$ cat src/rtl/adc_capture_controller.sv
// Ping-pong capture controller: decimates the XADC stream, waits for a rising
// level crossing (or an auto-trigger timeout), writes one record into the BRAM
// the renderer is not reading, and swaps buffers only at a frame boundary.
module adc_capture_controller #(
  parameter int DEPTH       = 1280,
  parameter int ADDR_W      = 12,
  parameter int AUTO_FRAMES = 8
) (
  input  logic              CLK104MHZ,
  input  logic              RST,
  input  logic              ADC_VALID,
  input  logic [11:0]       ADC_OUT,
  input  logic [7:0]        DECIM,
  input  logic              TRIG_EN,
  input  logic [11:0]       TRIG_LEVEL,
  input  logic              FRAME_START,
  output logic              WR_EN,
  output logic              WR_SEL,
  output logic [ADDR_W-1:0] WR_ADDR,
  output logic [11:0]       WR_DATA,
  output logic              activeBRAMselect,
  output logic              CAPTURE_DONE
);

  localparam logic [1:0] ST_ARM     = 2'd0;
  localparam logic [1:0] ST_CAPTURE = 2'd1;
  localparam logic [1:0] ST_FULL    = 2'd2;

  localparam int FCW = (AUTO_FRAMES < 1) ? 1 : $clog2(AUTO_FRAMES + 1);
  localparam logic [ADDR_W-1:0] LAST_ADDR  = ADDR_W'(DEPTH - 1);
  localparam logic [FCW-1:0]    AUTO_LIMIT = FCW'(AUTO_FRAMES);

  logic [1:0]        state_q, state_d;
  logic              entry_q, entry_d;
  logic [7:0]        decim_q, decim_d;
  logic [11:0]       level_q, level_d;
  logic [7:0]        dec_cnt_q, dec_cnt_d;
  logic [11:0]       prev_q, prev_d;
  logic              prev_valid_q, prev_valid_d;
  logic [FCW-1:0]    frame_cnt_q, frame_cnt_d;
  logic              auto_armed_q, auto_armed_d;
  logic [ADDR_W-1:0] addr_q, addr_d;
  logic              wr_en_q, wr_en_d;
  logic [ADDR_W-1:0] wr_addr_q, wr_addr_d;
  logic [11:0]       wr_data_q, wr_data_d;
  logic              sel_q, sel_d;
  logic              wr_sel_q, wr_sel_d;
  logic              done_q, done_d;

  logic [7:0]        decim_eff;
  logic [11:0]       level_eff;
  logic              accept;
  logic              crossing;

  // Reset enters ARM without a clock edge to latch DECIM/TRIG_LEVEL, so the
  // first cycle after reset uses the live inputs and latches them.
  always_comb begin
    decim_eff = entry_q ? DECIM : decim_q;
    level_eff = entry_q ? TRIG_LEVEL : level_q;
    accept    = ADC_VALID && (dec_cnt_q == 8'd0);
    crossing  = prev_valid_q && ($signed(prev_q) < $signed(level_eff)) &&
                ($signed(ADC_OUT) >= $signed(level_eff));
  end

  // Next-state logic: decimator, trigger search, record write and buffer swap.
  always_comb begin
    state_d      = state_q;
    entry_d      = 1'b0;
    decim_d      = decim_eff;
    level_d      = level_eff;
    dec_cnt_d    = dec_cnt_q;
    prev_d       = prev_q;
    prev_valid_d = prev_valid_q;
    frame_cnt_d  = frame_cnt_q;
    auto_armed_d = auto_armed_q;
    addr_d       = addr_q;
    wr_en_d      = 1'b0;
    wr_addr_d    = wr_addr_q;
    wr_data_d    = wr_data_q;
    sel_d        = sel_q;
    wr_sel_d     = wr_sel_q;
    done_d       = 1'b0;

    if (ADC_VALID) begin
      dec_cnt_d = accept ? decim_eff : dec_cnt_q - 8'd1;
    end

    case (state_q)
      ST_ARM: begin
        if (accept && (!TRIG_EN || crossing || auto_armed_q)) begin
          wr_en_d      = 1'b1;
          wr_addr_d    = '0;
          wr_data_d    = ADC_OUT;
          addr_d       = ADDR_W'(1);
          state_d      = (DEPTH == 1) ? ST_FULL : ST_CAPTURE;
          prev_valid_d = 1'b0;
          frame_cnt_d  = '0;
          auto_armed_d = 1'b0;
        end else begin
          if (accept) begin
            prev_d       = ADC_OUT;
            prev_valid_d = 1'b1;
          end
          if (FRAME_START && (AUTO_FRAMES != 0) && !auto_armed_q) begin
            frame_cnt_d = frame_cnt_q + 1'b1;
            if (frame_cnt_q + 1'b1 == AUTO_LIMIT) begin
              auto_armed_d = 1'b1;
            end
          end
        end
      end
      ST_CAPTURE: begin
        if (accept) begin
          wr_en_d   = 1'b1;
          wr_addr_d = addr_q;
          wr_data_d = ADC_OUT;
          addr_d    = addr_q + 1'b1;
          if (addr_q == LAST_ADDR) begin
            state_d = ST_FULL;
          end
        end
      end
      ST_FULL: begin
        if (FRAME_START) begin
          sel_d        = ~sel_q;
          wr_sel_d     = sel_q;
          done_d       = 1'b1;
          state_d      = ST_ARM;
          decim_d      = DECIM;
          level_d      = TRIG_LEVEL;
          dec_cnt_d    = '0;
          prev_valid_d = 1'b0;
          frame_cnt_d  = '0;
          auto_armed_d = 1'b0;
        end
      end
      default: state_d = ST_ARM;
    endcase
  end

  // State and registered outputs, asynchronously reset.
  always_ff @(posedge CLK104MHZ or posedge RST) begin
    if (RST) begin
      state_q      <= ST_ARM;
      entry_q      <= 1'b1;
      decim_q      <= '0;
      level_q      <= '0;
      dec_cnt_q    <= '0;
      prev_q       <= '0;
      prev_valid_q <= 1'b0;
      frame_cnt_q  <= '0;
      auto_armed_q <= 1'b0;
      addr_q       <= '0;
      wr_en_q      <= 1'b0;
      wr_addr_q    <= '0;
      wr_data_q    <= '0;
      sel_q        <= 1'b0;
      wr_sel_q     <= 1'b1;
      done_q       <= 1'b0;
    end else begin
      state_q      <= state_d;
      entry_q      <= entry_d;
      decim_q      <= decim_d;
      level_q      <= level_d;
      dec_cnt_q    <= dec_cnt_d;
      prev_q       <= prev_d;
      prev_valid_q <= prev_valid_d;
      frame_cnt_q  <= frame_cnt_d;
      auto_armed_q <= auto_armed_d;
      addr_q       <= addr_d;
      wr_en_q      <= wr_en_d;
      wr_addr_q    <= wr_addr_d;
      wr_data_q    <= wr_data_d;
      sel_q        <= sel_d;
      wr_sel_q     <= wr_sel_d;
      done_q       <= done_d;
    end
  end

  assign WR_EN            = wr_en_q;
  assign WR_SEL           = wr_sel_q;
  assign WR_ADDR          = wr_addr_q;
  assign WR_DATA          = wr_data_q;
  assign activeBRAMselect = sel_q;
  assign CAPTURE_DONE     = done_q;

endmodule

$ cat config.mk
export PLATFORM = sky130hd
export DESIGN_NAME = adc_capture_controller
export DESIGN_NICKNAME = d
export VERILOG_FILES = /design/src/rtl/adc_capture_controller.sv
export SDC_FILE = /design/constraint.sdc
export NUM_CORES = 1
export LEC_CHECK = 0
export CELL_PAD_IN_SITES_DETAIL_PLACEMENT = 2
export CELL_PAD_IN_SITES_GLOBAL_PLACEMENT = 2
export CORE_UTILIZATION = 38
export CTS_CLUSTER_SIZE = 40
export DETAILED_ROUTE_END_ITERATION = 8
export PLACE_DENSITY = 0.93
export SLEW_MARGIN = 20
export SYNTH_ARGS = -nofsm -noshare
export SYNTH_HDL_FRONTEND = slang
export SYNTH_SLANG_ARGS = --single-unit
export TNS_END_PERCENT = 1
$ cat constraint.sdc
create_clock -name CLK104MHZ -period 7.55 [get_ports CLK104MHZ]
set_input_delay 1.51 -clock CLK104MHZ [delete_from_list [all_inputs] [get_ports CLK104MHZ]]
set_output_delay 1.51 -clock CLK104MHZ [all_outputs]
set_load 0.05 [all_outputs]
---- After elaboration in Yosys (flattened, before gate mapping) ----
Index checks and enable logic that the tools add are counted.
storage, ports and cells
  flip-flop bits (word level) ............. 89
  output and inout port bits .............. 28
  word-level logic and storage cells ...... 95
cells by class
  add/subtract/negate cells ............... 3
  magnitude comparators ................... 2
  eq/ne operators ......................... 11
  multiplexer cells ....................... 41
  bitwise operators ....................... 2
  reductions and logical operators ........ 20
operator list
  operator                                                                  number
  12-bit 2-to-1 mux                                                         9
  12-bit one-hot mux with 2 select lines                                    3
  8-bit 2-to-1 mux                                                          7
  12-bit by 1-bit adder with 12-bit output (second input constant)          1
  12-bit by 11-bit equality test with 1-bit output (second input constant)  1
  12-bit greater-or-equal comparator                                        1
  12-bit < comparator                                                       1
  4-bit 2-to-1 mux                                                          3
  3-bit AND reduction                                                       4
  1-bit 2-to-1 mux                                                          10
  3-bit inequality test (second input constant)                             3
  8-bit logical NOT                                                         1
  2-bit 2-to-1 mux                                                          4
  2-bit inequality test (second input constant)                             4
  4-bit one-hot mux with 2 select lines                                     1
  4-bit AND reduction                                                       2
  8-bit by 1-bit subtractor with 8-bit output (second input constant)       1
  1-bit one-hot mux with 2 select lines                                     3
  2-bit one-hot mux with 3 select lines                                     1
  1-bit logical AND                                                         5
  4-bit by 1-bit adder with 4-bit output (second input constant)            1
  4-bit equality test (second input constant)                               1
  2-bit nonzero test                                                        2
  2-bit by 1-bit equality test with 1-bit output (second input constant)    1
  other kinds (6)                                                           9

---- Depth between registers and ports, before layout ----
  word-level depth ........................ 9
  depth in mapped cells ................... 13
  depth with buffers taken out ............ 11

---- Worst setup path after synthesis ----
Ideal clock, no wire load.
  path kind ............................... register to register
  start point ............................. register entry_q
  end point ............................... register prev_q[0]
  library setup time ...................... 0.128 ns
  arrival time ............................ 3.820 ns
  required time ........................... 7.422 ns
  slack ................................... 3.602 ns
  cell stages (with the launch flop) ...... 13
  path buffers ............................ 3
  period minus slack after synthesis ...... 3.948 ns
  path through ............................ dfstp_2 -> buf_1 -> clkbuf_1 -> mux2i_1 -> ha_1 -> a211o_1 -> o211ai_1 -> and4_1 -> o21ai_1 -> a31oi_1 -> nand2_1 -> buf_2 -> mux2_1
on the way
  longest elaborated chain between the ends .. 9
  elaborated cells between the ends (all ways) .. 10
  those cells by class .................... order compare: 2; mux: 1; bitwise: 1; reduce/logical: 6
ends and longest elaborated chain
  item                                line  source
  from (decl)                         34    logic entry_q, entry_d;
  from (signal assigned)              162   entry_q <= entry_d;
  12-bit 2-to-1 mux (*)               59    level_eff = entry_q ? TRIG_LEVEL : level_q;
  12-bit < comparator                 61    crossing = prev_valid_q && ($signed(prev_q) < $signed(level_eff)) &&
  1-bit logical AND                   61
  1-bit logical AND (*)               61
  1-bit logical OR (*) (2 in series)  90    if (accept && (!TRIG_EN || crossing || auto_armed_q)) begin
  1-bit logical AND (*)               90
  1-bit NOT (no line) (*)             -
  3-bit AND reduction (no line) (*)   -
  to (signal assigned)                166   prev_q <= prev_d;
  to (decl)                           38    logic [11:0] prev_q, prev_d;
Mark *: on every way between the ends. The rest lies on a longest branch, timed or not.
A chain may end at the register's enable or synchronous reset.

---- Final worst setup path ----
  start point ............................. input TRIG_LEVEL[11]
  end point ............................... register wr_data_q[11] (netlist: WR_DATA[11])
on the way
  longest elaborated chain between the ends .. 9
  elaborated cells between the ends (all ways) .. 10
  those cells by class .................... order compare: 2; eq/ne: 1; mux: 1; reduce/logical: 6
ends and longest elaborated chain
  item                                 line  source
  from (decl)                          15    input logic [11:0] TRIG_LEVEL,
  12-bit 2-to-1 mux (*)                59
  12-bit < comparator                  61
  1-bit logical AND                    61
  1-bit logical AND (*)                61
  1-bit logical OR (*) (2 in series)   90
  1-bit logical AND (*)                90
  2-bit inequality test (no line) (*)  -
  3-bit AND reduction (no line) (*)    -
  to (signal assigned)                 173   wr_data_q <= wr_data_d;
  to (decl)                            45    logic [11:0] wr_data_q, wr_data_d;
Marks and branches as above.

==> impl_metrics.csv <==
group,metric,value,unit
sta,rsz0062_at_grt,"no",
logic_synthesis,yosysSeqAreaShare,48.60,%
power,leakage,0.002583,µW
layout,regArea,2230,µm²
sta,final_hold_viol_count,0,
clock_tree,cts-buffers-inserted,9,
clock_tree,cts_tree,"done",
layout,num_antenna_cells,0,
detailed_routing,detail-route-antenna-nets,0,
detailed_routing,viasPerCell,5.941,
detailed_routing,dr.pass1.iters,6,
floorplan,die_y,111.9,µm
sta,period_minus_slack,5.168,ns
sta,maxSlewViolCount,0,
clock_tree,cts-root-buf,"clkbuf_16",
detailed_routing,wl_per_cell,23.31,µm
clock_tree,clk-insertion-delay-late,0.35,ns
clock_tree,hold_buffers,0,
floorplan,die_x,111.9,µm
worst_setup_path,crit_chain,"clkdlybuf4s50_1, mux2i_1, ha_1, and4_1, a21oi_1, a21oi_1, o21ai_1, a311oi_2, buf_4, nand2b_1, inv_2, mux2_1",
clock_tree,htree_levels,3,
worst_setup_path,cp_max_fo,26,
logic_synthesis,synthDistinctLibCells,54,
logic_synthesis,postSynthAreaPerCell,10.55,µm²
grt,antenna_found_initial,0,
sta,finalClockSkew,0.006636,ns
placed_design,pre_cts_slack,2.155,ns
detailed_routing,drc_errors,4,
worst_setup_path,critPathTopFamily,"simple AND/OR/NAND/NOR gates",
floorplan,pin_count,65,
worst_setup_path,rr_endpoint,"WR_DATA[11]",
worst_setup_path,slowest_stage,"nand2b_1",
clock_tree,cts_sinks,89,
logic_synthesis,async_reset_ff_share,100.0,%
worst_setup_path,rr_startpoint,"entry_q",
layout,fillCellCount,1182,
detailed_routing,drt_iter0_markers,199,
min_path,hold_start,"WR_SEL",
power,irDropWorstVdd,122.8,µV
logic_synthesis,ys_warn_count,0,
clock_tree,post-cts-setup-buffers,0,
layout,syn_to_final_growth,23.51,%
logic_synthesis,ys.flop_type,"dfrtp_1",
worst_setup_path,cp.required,7.78,ns
layout,drive_above_1_share,7.400,%
sta,fin_tns_setup,0,ns
sta,setup_violations,0,
worst_setup_path,crit_arrival,5.40,ns
placed_design,port_buffers,64,
run_status,violations,"DRC",
min_path,min_delay_worst_endpoint,"WR_SEL",
sta,fmax,193.5,MHz
floorplan,core_area,11610,µm²
worst_setup_path,r2r_cells,11,
flow_run,maxCapViolCount,0,
sta,min_period_over_period,68.45,%
run_status,outcome,"finished, violations left",
min_path,min_path_cells,2,
worst_setup_path,cp_slowest_stage_delay,0.88,ns
worst_setup_path,cp-startpoint,"TRIG_LEVEL[11]",
clock_tree,clkSlewWorstSetupHoldPaths,0.06,ns
worst_setup_path,cp.depth,12,
grt,grt_max_degree,90,
min_path,hp-class,"register to register",
logic_synthesis,synth_seq_cells,89,
floorplan,start_util,39.51,%
logic_synthesis,syn_inst,435,
grt,grt_first_pass_wirelength,24.21,mm
sta,worst_pin_slew,1.099,ns
layout,multi_input_area,2188,µm²
worst_setup_path,crit_path_end_kind,"register",
grt,grt_overflow,0,
worst_setup_path,crit_buf_inv,3,
worst_setup_path,r2r_slack,2.90,ns
layout,nNetsFinal,558,
floorplan,fp-row-count,39,
detailed_routing,vias,3820,
detailed_routing,finalWirelength,14.99,mm
logic_synthesis,synth_edf_count,0,
grt,grt.total_usage,25.38,%
worst_setup_path,cpMostUsedCell,"a21oi_1",
placed_design,gp_congestion,0.8056,
worst_setup_path,cp-start-kind,"input pin",
clock_tree,cts_resized,0,
clock_tree,cts_buffer_depth,2,
logic_synthesis,synthesis.nets,498,
placed_design,dp_hpwl,10.03,mm
worst_setup_path,crit_type,"input pin to register",
grt,grt_pass1_vias,4372,
power,power_density,297.9,nW/µm²
sta,worst_slack,2.382,ns
floorplan,fp.dieArea,12520,µm²
logic_synthesis,netlist_area,4588,µm²
sta,slew_headroom,26.76,%
-- layer usage --
| metal | vias to the layer above | GRT usage (%) | part of all wire (%) |
|---|---|---|---|
| met2 | 99 | 45.63 | 53 |
| met3 | 40 | 4.192 | 3.2 |
| met1 | 1977 | 29.44 | 40 |
| met5 | - | 0 | 0 |
| met4 | 0 | 11.80 | 3.5 |
| li1 | 1704 | - | - |
-- where the power goes --
part | internal (µW) | switching [µW] | total, µW
Clock | 275 | 195 | 470
Sequential | 582 | 107 | 689
Combinational | 209 | 320 | 529
-- cells by family after synthesis --
| logic type | after synthesis | share of synthesized area, % |
|---|---|---|
| xor gates and xnor gates | 4 | 0.7635 |
| adders and majority gates | 26 | 7.090 |
| buffers and inverters | 42 | 3.709 |
| DFF | 89 | 48.60 |
| AOI/OAI and AO/OA | 112 | 14.89 |
| muxes | 49 | 11.48 |
| other | 1 | 0.08173 |
| and+or+nand+nor | 112 | 13.39 |
-- cell type report --
type	instances	share of cell area (%)
Clock buffer	12	4.526
Clock inverter	4	0.9053
Inverter	23	1.546
Multi-Input combinational cell	304	38.62
Sequential cell	89	39.35
Tap cell	143	3.157
Timing Repair Buffer	68	11.90
-- cells in the final DEF (no fill, tap or decap), types with 3 or more instances in the layout --
| cell type | count |
|---|---|
| or3_1 | 9 |
| inv_1 | 20 |
| mux2i_1 | 20 |
| nand2b_1 | 6 |
| clkdlybuf4s50_1 | 64 |
| a21oi_1 | 35 |
| a211oi_1 | 4 |
| a31oi_1 | 4 |
| and4_1 | 3 |
| nor3_1 | 3 |
| nand2_1 | 26 |
| nor2b_1 | 3 |
| o211ai_1 | 5 |
| o21ai_0 | 23 |
| nand4_1 | 12 |
| buf_4 | 3 |
| dfrtp_1 | 87 |
| or4_1 | 3 |
| ha_1 | 26 |
| mux2_1 | 23 |
| a22o_1 | 4 |
| clkbuf_16 | 9 |
| o31ai_1 | 10 |
| o21ai_1 | 12 |
| nor2_1 | 28 |
| xor2_1 | 4 |
| mux2_2 | 6 |
| nand3_1 | 6 |
-- per-stage QoR --
step	total power [µW]	instances	instance area [µm²]	util, %	hold slack (ns)
after global routing	1769	643	5667	48.79	0.4891
after floorplan	1002	435	4588	-	0.4643
after global placement	1142	627	5355	46.11	0.4475
final	1688	643	5667	48.79	0.4744
after detailed placement	1202	627	5359	46.14	0.4655
after CTS	1703	643	5667	48.79	0.4777
-- synth_stat cells (2+ instances only) --
master / n / area (µm²)
a211oi_1: 4 / 30.03
a21o_1: 2 / 15.01
a21oi_1: 35 / 175.2
a22o_1: 4 / 35.03
a31oi_1: 4 / 25.02
and4_1: 3 / 26.28
buf_1: 3 / 11.26
buf_2: 4 / 20.02
clkbuf_1: 11 / 41.29
dfrtp_1: 87 / 2177
dfstp_2: 2 / 52.55
ha_1: 26 / 325.3
inv_1: 21 / 78.83
inv_2: 2 / 7.510
mux2_1: 23 / 259.0
mux2_2: 6 / 67.56
mux2i_1: 20 / 200.2
nand2_1: 26 / 97.59
nand2b_1: 6 / 37.54
nand3_1: 6 / 30.03
nand3b_1: 2 / 15.01
nand4_1: 12 / 75.07
nor2_1: 28 / 105.1
nor2b_1: 3 / 18.77
nor3_1: 3 / 15.01
nor4_1: 2 / 12.51
nor4b_1: 2 / 17.52
o211ai_1: 5 / 37.54
o21a_1: 2 / 15.01
o21ai_0: 23 / 115.1
o21ai_1: 12 / 60.06
o22ai_1: 2 / 12.51
o31ai_1: 10 / 75.07
or3_1: 9 / 56.30
or4_1: 3 / 22.52
xor2_1: 4 / 35.03
-- worst min-delay path, cell delays in order (launching register included) --
cell	delay, ns
dfstp_2	0.37
nand2_1	0.05
nand2_1	0.05
-- flip-flops by register name, indices dropped and copies added, names as in the netlist, 2 cells and up --
signal,cells
level_q,12
state_q,2
WR_ADDR,12
dec_cnt_q,8
decim_q,8
addr_q,12
frame_cnt_q,4
prev_q,12
WR_DATA,12
-- worst max-delay path by stage --
stage | to | slack, ns
2_1_floorplan | prev_q[0] | 3.60
5_1_grt | WR_DATA[11] | 2.20
6_report | WR_DATA[11] | 2.38
3_5_place_dp | WR_DATA[11] | 2.16
4_1_cts | WR_DATA[11] | 2.44
3_3_place_gp | WR_DATA[11] | 2.38
No activity file was read; power rests on OpenSTA's default activity.
